## config.mk

```make
export PLATFORM = sky130hd
export DESIGN_NAME = or_fault_tester_flat
export DESIGN_NICKNAME = d
export VERILOG_FILES = /design/src/rtl/or_fault_tester_pkg.sv /design/src/rtl/or_fault_tester_if.sv /design/src/rtl/or_fault_tester_diag.sv /design/src/rtl/or_fault_tester.sv /design/src/flat_wrapper.sv
export SDC_FILE = /design/constraint.sdc
export NUM_CORES = 1
export LEC_CHECK = 0
export CORE_MARGIN = 1
export CORE_UTILIZATION = 48
export CTS_CLUSTER_DIAMETER = 60
export DETAILED_ROUTE_END_ITERATION = 12
export GPL_TIMING_DRIVEN = 0
export PLACE_DENSITY = 0.77
export SLEW_MARGIN = 20
export SYNTH_ARGS = -nofsm -noshare
export SYNTH_HDL_FRONTEND = slang
export SYNTH_SLANG_ARGS = --single-unit
```

## constraint.sdc

```tcl
create_clock -name CLK -period 4.7 [get_ports CLK]
set_clock_uncertainty 0.1 [all_clocks]
set_input_delay 0.47 -clock CLK [delete_from_list [all_inputs] [get_ports CLK]]
set_output_delay 0.47 -clock CLK [all_outputs]
set_load 0.01 [all_outputs]
```

## src/rtl/or_fault_tester_pkg.sv

```systemverilog
// Shared constants for the gate fault testers: diagnosis codes, bitmap signatures, FSM states.
package or_test_pkg;

   localparam int NUM_VECTORS = 4;

   localparam logic [2:0] DIAG_OK      = 3'd0;
   localparam logic [2:0] DIAG_SA1_ANY = 3'd1;
   localparam logic [2:0] DIAG_B_SA0   = 3'd2;
   localparam logic [2:0] DIAG_A_SA0   = 3'd3;
   localparam logic [2:0] DIAG_Z_SA0   = 3'd4;
   localparam logic [2:0] DIAG_UNKNOWN = 3'd5;

   // Mismatch signatures; bit i corresponds to vector i = {A,B}.
   localparam logic [3:0] BMP_OK      = 4'b0000;
   localparam logic [3:0] BMP_SA1_ANY = 4'b0001;
   localparam logic [3:0] BMP_B_SA0   = 4'b0010;
   localparam logic [3:0] BMP_A_SA0   = 4'b0100;
   localparam logic [3:0] BMP_Z_SA0   = 4'b1110;

   typedef enum logic [2:0] {
      ST_IDLE,
      ST_APPLY,
      ST_SAMPLE,
      ST_DIAG,
      ST_FIN
   } state_t;

endpackage

```

## src/rtl/or_fault_tester_if.sv

```systemverilog
// Tester <-> harness/GUT signal bundle; FAULT_CNT exists only when FAULT_CNT_EN is defined.
interface or_fault_tester_if;

   logic       START;
   logic       Z;
   logic       A;
   logic       B;
   logic       BUSY;
   logic       DONE;
   logic [3:0] MISMATCH;
   logic [2:0] FAULT_CODE;
`ifdef FAULT_CNT_EN
   logic [7:0] FAULT_CNT;

   modport master (output START, Z, input A, B, BUSY, DONE, MISMATCH, FAULT_CODE, FAULT_CNT);
   modport slave  (input START, Z, output A, B, BUSY, DONE, MISMATCH, FAULT_CODE, FAULT_CNT);
`else
   modport master (output START, Z, input A, B, BUSY, DONE, MISMATCH, FAULT_CODE);
   modport slave  (input START, Z, output A, B, BUSY, DONE, MISMATCH, FAULT_CODE);
`endif

endinterface

```

## src/rtl/or_fault_tester_diag.sv

```systemverilog
// Combinational stuck-at diagnosis: exact match of the 4-bit mismatch bitmap to a 3-bit code.
module or_fault_diag
   import or_test_pkg::*;
(
   input  logic [3:0] i_bitmap,
   output logic [2:0] o_code
);

   always_comb begin
      o_code = DIAG_UNKNOWN;
      case (i_bitmap)
         BMP_OK:      o_code = DIAG_OK;
         BMP_SA1_ANY: o_code = DIAG_SA1_ANY;
         BMP_B_SA0:   o_code = DIAG_B_SA0;
         BMP_A_SA0:   o_code = DIAG_A_SA0;
         BMP_Z_SA0:   o_code = DIAG_Z_SA0;
         default:     o_code = DIAG_UNKNOWN;
      endcase
   end

endmodule

```

## src/rtl/or_fault_tester.sv

```systemverilog
// Exhaustive stuck-at tester for a two-input OR gate: 4 vectors, SETTLE_CYCLES+1 cycles each.
// Optional macro FAULT_CNT_EN adds a saturating count of faulty runs on FAULT_CNT.
module or_fault_tester #(
   parameter int SETTLE_CYCLES = 4
) (
   input  logic             CLK,
   input  logic             RST,
   or_fault_tester_if.slave bus
);
   import or_test_pkg::*;

   localparam logic [7:0] CNT_RELOAD = 8'(SETTLE_CYCLES - 1);
   localparam logic [1:0] VEC_LAST   = 2'(NUM_VECTORS - 1);

   state_t     r_state, w_state_nxt;
   logic [1:0] r_vec, w_vec_nxt, w_vec_inc;
   logic [7:0] r_cnt, w_cnt_nxt;
   logic       r_a, w_a_nxt;
   logic       r_b, w_b_nxt;
   logic       r_busy, w_busy_nxt;
   logic       r_done, w_done_nxt;
   logic [3:0] r_mis, w_mis_nxt;
   logic [2:0] r_code, w_code_nxt;
   logic [2:0] w_diag_code;

   assign w_vec_inc = r_vec + 2'd1;

   or_fault_diag u_diag (
      .i_bitmap (r_mis),
      .o_code   (w_diag_code)
   );

   always_ff @(posedge CLK) begin
      if (RST) begin
         r_state <= ST_IDLE;
         r_vec   <= '0;
         r_cnt   <= '0;
         r_a     <= 1'b0;
         r_b     <= 1'b0;
         r_busy  <= 1'b0;
         r_done  <= 1'b0;
         r_mis   <= '0;
         r_code  <= DIAG_OK;
      end else begin
         r_state <= w_state_nxt;
         r_vec   <= w_vec_nxt;
         r_cnt   <= w_cnt_nxt;
         r_a     <= w_a_nxt;
         r_b     <= w_b_nxt;
         r_busy  <= w_busy_nxt;
         r_done  <= w_done_nxt;
         r_mis   <= w_mis_nxt;
         r_code  <= w_code_nxt;
      end
   end

   always_comb begin
      w_state_nxt = r_state;
      w_vec_nxt   = r_vec;
      w_cnt_nxt   = r_cnt;
      w_a_nxt     = r_a;
      w_b_nxt     = r_b;
      w_busy_nxt  = r_busy;
      w_done_nxt  = 1'b0;
      w_mis_nxt   = r_mis;
      w_code_nxt  = r_code;
      unique case (r_state)
         ST_IDLE: begin
            w_a_nxt = 1'b0;
            w_b_nxt = 1'b0;
            if (bus.START) begin
               w_state_nxt = ST_APPLY;
               w_vec_nxt   = '0;
               w_cnt_nxt   = CNT_RELOAD;
               w_mis_nxt   = '0;
               w_code_nxt  = DIAG_OK;
               w_busy_nxt  = 1'b1;
            end
         end
         ST_APPLY: begin
            if (r_cnt == 8'd0) w_state_nxt = ST_SAMPLE;
            else               w_cnt_nxt   = r_cnt - 8'd1;
         end
         ST_SAMPLE: begin
            // A/B are registered, so they are exactly the vector the GUT saw.
            w_mis_nxt[r_vec] = bus.Z ^ (r_a | r_b);
            if (r_vec == VEC_LAST) begin
               w_state_nxt = ST_DIAG;
               w_a_nxt     = 1'b0;
               w_b_nxt     = 1'b0;
            end else begin
               w_state_nxt = ST_APPLY;
               w_vec_nxt   = w_vec_inc;
               w_cnt_nxt   = CNT_RELOAD;
               w_a_nxt     = w_vec_inc[1];
               w_b_nxt     = w_vec_inc[0];
            end
         end
         ST_DIAG: begin
            w_state_nxt = ST_FIN;
            w_code_nxt  = w_diag_code;
            w_busy_nxt  = 1'b0;
            w_done_nxt  = 1'b1;
         end
         ST_FIN: begin
            w_state_nxt = ST_IDLE;
         end
         default: begin
            w_state_nxt = ST_IDLE;
         end
      endcase
   end

   assign bus.A          = r_a;
   assign bus.B          = r_b;
   assign bus.BUSY       = r_busy;
   assign bus.DONE       = r_done;
   assign bus.MISMATCH   = r_mis;
   assign bus.FAULT_CODE = r_code;

`ifdef FAULT_CNT_EN
   logic [7:0] r_fault_cnt;

   always_ff @(posedge CLK) begin
      if (RST) begin
         r_fault_cnt <= '0;
      end else if (r_state == ST_FIN && r_code != DIAG_OK && r_fault_cnt != 8'hFF) begin
         r_fault_cnt <= r_fault_cnt + 8'd1;
      end
   end

   assign bus.FAULT_CNT = r_fault_cnt;
`endif

endmodule
```

## src/flat_wrapper.sv

```systemverilog
// flat-port wrapper written by rule: the top's interface ports become plain ports
module or_fault_tester_flat import or_test_pkg::*;
#(
   parameter int SETTLE_CYCLES = 4
)
  (CLK, RST, bus_START, bus_Z, bus_A, bus_B, bus_BUSY, bus_DONE, bus_MISMATCH, bus_FAULT_CODE);
  or_fault_tester_if bus_i ();
  input  logic CLK;
  input  logic RST;
  input wire logic [$bits(bus_i.START)-1:0] bus_START;
  input wire logic [$bits(bus_i.Z)-1:0] bus_Z;
  output wire logic [$bits(bus_i.A)-1:0] bus_A;
  output wire logic [$bits(bus_i.B)-1:0] bus_B;
  output wire logic [$bits(bus_i.BUSY)-1:0] bus_BUSY;
  output wire logic [$bits(bus_i.DONE)-1:0] bus_DONE;
  output wire logic [$bits(bus_i.MISMATCH)-1:0] bus_MISMATCH;
  output wire logic [$bits(bus_i.FAULT_CODE)-1:0] bus_FAULT_CODE;
  assign bus_i.START = bus_START;
  assign bus_i.Z = bus_Z;
  assign bus_A = bus_i.A;
  assign bus_B = bus_i.B;
  assign bus_BUSY = bus_i.BUSY;
  assign bus_DONE = bus_i.DONE;
  assign bus_MISMATCH = bus_i.MISMATCH;
  assign bus_FAULT_CODE = bus_i.FAULT_CODE;
  or_fault_tester #(.SETTLE_CYCLES(SETTLE_CYCLES)) u_core (.CLK(CLK), .RST(RST), .bus(bus_i));
endmodule
```

Yosys cells after proc, flatten, opt, wreduce, memory -nomap -nowiden
Cells that the tools add are included.
{ "classes": {"n_reduce_logical": 12, "order_cmp": 2, "muxes": 26, "bitwise_logic": 2, "eq_ne": 12, "add_sub_neg": 2} }
{ "ops": {"columns": ["cell", "count"], "rows": [
  ["$mux W8", 3],
  ["$pmux W8 S3", 1],
  ["$pmux W3 S5", 1],
  ["$pmux W3 S4", 1],
  ["$mux W3", 3],
  ["$logic_not A8 Y1", 1],
  ["$pmux W4 S2", 1],
  ["$sub A8 B1 Y8 const B", 1],
  ["$eq A3 B2 Y1 const B", 2],
  ["$mux W2", 3],
  ["$ne A2 B2 Y1 const B", 3],
  ["$pmux W1 S2", 3],
  ["$pmux W3 S2", 1],
  ["$reduce_and A2 Y1", 3],
  ["$mux W1", 5],
  ["$bwmux W4", 1],
  ["$eq A4 B1 Y1 const B", 1],
  ["$eq A4 B2 Y1 const B", 1],
  ["$eq A4 B3 Y1 const B", 1],
  ["$eq A4 B4 Y1 const B", 1],
  ["$logic_not A4 Y1", 1],
  ["$mux W4", 1],
  ["$pmux W2 S2", 1],
  ["$reduce_and A4 Y1", 1],
  ["other kinds (14)", 15]
]} }
{ "totals": {"ff_bits": 24, "inputBits": 4, "out_inout_bits": 11} }

Logic depth before layout (Yosys ltp)
{ "depth": {"word_depth": 6, "mapped_depth": 7} }

Modules after synthesis
A second synthesis with hierarchy kept.
{ "hier_totals": {"hier_cells": 136, "hier_area_um2": 1201.2} }
{ "by_module_without_submodules": {"columns": ["mod", "n_inst", "seq_area_each_um2", "cells_per_inst", "area_each_um2"], "rows": [
  ["or_fault_tester", 1, 480.5, 129, 1153.6],
  ["or_fault_diag", 1, 0.0, 7, 47.5]
]} }

Worst setup path after synthesis
OpenSTA, ideal clock, no wires.
{ "synth_timing": {"kind": "reg2reg", "start": "register u_core.r_vec[0]", "end": "register u_core.r_cnt[3]", "stages_incl_launch_ff": 7, "synth_period_minus_slack_ns": 1.827, "path_buffers": 1, "setup_slack_ns": 2.873, "arrival_time_ns": 1.658, "cell_sequence": "dfxtp_1 > ha_1 > nand2b_1 > o22a_1 > buf_4 > or4_1 > a21oi_1"} }
{ "synth_between": {"elab_chain_len": 3} }
{ "synth_rtl": {"columns": ["item", "line_no", "source"], "rows": [
  ["start, declared", "or_fault_tester.sv:16", "logic [1:0] r_vec, w_vec_nxt, w_vec_inc;"],
  ["start signal, assigned", "or_fault_tester.sv:46", "r_vec <= w_vec_nxt;"],
  ["$eq A2 B2 Y1", "or_fault_tester.sv:87", "if (r_vec == VEC_LAST) begin"],
  ["$ne A2 B2 Y1 (no source line)", null, null],
  ["$reduce_and A4 Y1 (no source line)", null, null],
  ["end signal, assigned", "or_fault_tester.sv:47", "r_cnt <= w_cnt_nxt;"],
  ["end, declared", "or_fault_tester.sv:17", "logic [7:0] r_cnt, w_cnt_nxt;"]
]} }
No other way between the ends.
A chain may end at the register's enable or synchronous reset.

Final worst setup path
{ "layout_timing": {"start": "register u_core.r_vec[0]", "end": "register u_core.r_cnt[1]"} }
Same word-level chain as after synthesis.

==> impl_metrics.env <==
export IMPL_status="finished clean"
export IMPL_drc_errors=0
export IMPL_cp_data_arrival_time_ns=2.15
export IMPL_viasPerCell=5.88
export IMPL_grt_first_pass_wirelength_mm=4.51
export IMPL_ys_ff_latch=24
export IMPL_synth_area_leader_cell="dfxtp_1"
export IMPL_finalHoldViolCount=0
export IMPL_clk_latency_ns=0.31
export IMPL_grt_ovfl_total=0
export IMPL_syn_avg_cell_area_um2=8.69
export IMPL_die_h_um=53.9
export IMPL_setup_tns_ns=0
export IMPL_crit_path_max_fanout=10
export IMPL_regArea_um2=480
export IMPL_antenna_found_initial=0
export IMPL_first_iter_violations=22
export IMPL_cp_end_kind="register"
export IMPL_drive_gt1_share_pct=8.43
export IMPL_post_cts_setup_buffers=0
export IMPL_worst_pin_slew_ns=0.649
export IMPL_leakagePower_nw=0.554
export IMPL_crit_chain="ha_1, nand2b_1, o22a_1, buf_4, or3_1, a221oi_1"
export IMPL_slew_violations=0
export IMPL_max_vdd_ir_drop_mv=0.314
export IMPL_post_layout_nonfiller_instances=196
export IMPL_detail_route_antenna_nets=0
export IMPL_ctsHoldBuffers=0
export IMPL_cts_made_buffers=3
export IMPL_whs_ns=0.385
export IMPL_core_area_um2=2520
export IMPL_cp_num_buf_inv=1
export IMPL_placedCellCount=193
export IMPL_syn_nets=159
export IMPL_dieWidth_um=53.9
export IMPL_finalCritPeriodShare_pct=43.1
export IMPL_setup_ws_ns=2.67
export IMPL_n_fill_cell=236
export IMPL_cts_max_path_buffers=2
export IMPL_cts_resized=0
export IMPL_fmax_ghz=0.493
export IMPL_hp_class="reg2reg"
export IMPL_synth_area_um2=1290
export IMPL_grtUsageTotal_pct=21.7
export IMPL_cts_clk_slew_worst_paths_ns=0.12
export IMPL_finalWirelength_mm=2.70
export IMPL_io_buffers=14
export IMPL_power_density_nw_per_um2=416
export IMPL_htree_levels=1
export IMPL_synth_cell_type_count=38
export IMPL_grt_pass1_vias=1008
export IMPL_root_buffer="clkbuf_4"
export IMPL_area_growth_pct=15.5
export IMPL_drt_first_pass_iters=4
export IMPL_grt_max_degree=13
export IMPL_finalNetCount=178
export IMPL_period_needed_ns=2.03
export IMPL_dp_slack_ns=2.50
export IMPL_hpwlAfterDp_mm=1.99
export IMPL_setup_viol=0
export IMPL_vias=1152
export IMPL_initial_utilization_pct=51.3
export IMPL_cts_tree="yes"
export IMPL_ios=15
export IMPL_clock_sinks=24
export IMPL_drt_wirelength_per_cell_um=13.8
export IMPL_path_class="reg2reg"
export IMPL_fin_util_pct=59.3
export IMPL_synth_top_area_share_pct=37.1
export IMPL_fp_row_count=18
export IMPL_crit_required_ns=4.82
export IMPL_cp_top_family="simple AND/OR/NAND/NOR gates"
export IMPL_yosys_warnings=0
export IMPL_max_cap_viol_count=0
export IMPL_diodes=0
export IMPL_synth_area_top_cells="dfxtp_1 (37%), ha_1 (5.8%), a21oi_1 (5.0%), nor2_1 (3.8%), mux2i_1 (3.1%)"
export IMPL_timing_slew_headroom_pct=56.1
export IMPL_syn_inst=149
export IMPL_max_stage_delay_ns=0.37
export IMPL_multiInputGateArea_um2=742
export IMPL_place_gp_congestion=0.814
export IMPL_die_area_um2=2910
export IMPL_seq_area_frac_synth_pct=37.1
export IMPL_rsz0062_at_grt="false"
export IMPL_worst_setup_path_start_kind="register"
export IMPL_slowest_stage="dfxtp_1"
==> cell usage after synthesis, drive strengths merged <==
library cell and instances:
dfxtp 24, a21oi 13, nor2 13, nand3 8, o21ai 7, ha 6
inv 6, clkbuf 5, nand2 5, nand2b 5, o31ai 5, or4 5
buf 4, mux2i 4, nand3b 4, nor4 4, or3b 4, a22o 3
nand4 3, nor3 3, nor4b 2, o21bai 2, or3 2, xnor2 2
a211o 1, a21bo 1, a221oi 1, a22oi 1, a2bb2oi 1, and2 1
and3 1, maj3 1, o22a 1, or4b 1
==> state kept, by name, summed over array words and instances, names as in the netlist <==
name and count:
u_core.bus.DONE 1, u_core.r_cnt 8, u_core.bus.BUSY 1, u_core.bus.MISMATCH 4, u_core.r_state 3, u_core.r_vec 2, u_core.bus.B 1, u_core.bus.FAULT_CODE 3
u_core.bus.A 1
==> layout by cell type (no fill, tap or decap), types with 5 or more instances in the layout <==
cell type        Yosys  routed
o21ai_0              7       7
nand2b_1             5       5
ha_1                 6       6
nor2_1              13      13
o31ai_1              5       5
inv_1                6       6
nand2_1              5       5
nand3_1              8       8
clkbuf_1             5       5
clkdlybuf4s50_1      0      14
dfxtp_1             24      24
a21oi_1             13      13
==> worst paths after layout <==
check | from | end | slack [ns] | cells after the start
max | u_core.r_vec[0] | u_core.r_cnt[1] | 2.67 | 6
min | u_core.bus.FAULT_CODE[2] | u_core.bus.FAULT_CODE[2] | 0.38 | 1
max reg2reg | u_core.r_vec[0] | u_core.r_cnt[1] | 2.67 | 6
min reg2reg | u_core.bus.FAULT_CODE[2] | u_core.bus.FAULT_CODE[2] | 0.38 | 1
==> layer usage <==
metal	vias up	wire length (um)	GRT usage, %
met4	0	37	7.89
li1	583	-	-
met1	544	1320	28.4
met3	4	98	5.93
met5	-	0	0
met2	21	1240	33.7
==> stage by stage <==
step                total power, mW  cell area, um^2
floorplan                     0.475             1290
global route                  0.670             1500
CTS                           0.624             1500
global placement              0.520             1470
finish                        0.622             1500
detailed placement            0.536             1470
==> cells by family (layout without fill, tap and decap cells) <==
| group | Yosys count | count (layout) | share of synthesized area [%] |
|---|---|---|---|
| AOI/OAI and AO/OA | 36 | 36 | 17.9 |
| xor gates and xnor gates | 2 | 2 | 1.35 |
| adders and majority gates | 7 | 7 | 6.57 |
| buffers and inverters | 15 | 32 | 5.60 |
| DFF | 24 | 24 | 37.1 |
| muxes | 4 | 4 | 3.09 |
| and+or+nand+nor | 61 | 61 | 28.4 |
==> cell type report <==
class / instances / share of cell area, %
well taps: 30 / 2.51
repair buffers: 14 / 9.37
plain buffers: 9 / 3.35
clock buffers: 3 / 1.51
multi-input cells: 110 / 49.6
inverters: 6 / 1.51
flip-flops and latches: 24 / 32.1
==> report_power, final <==
group | switching [mW] | internal (mW)
combinational | 0.154 | 0.119
clock | 0.0572 | 0.0300
sequential | 0.0274 | 0.235
total | 0.238 | 0.384
Note: power is estimated with default switching activity, not from simulation.
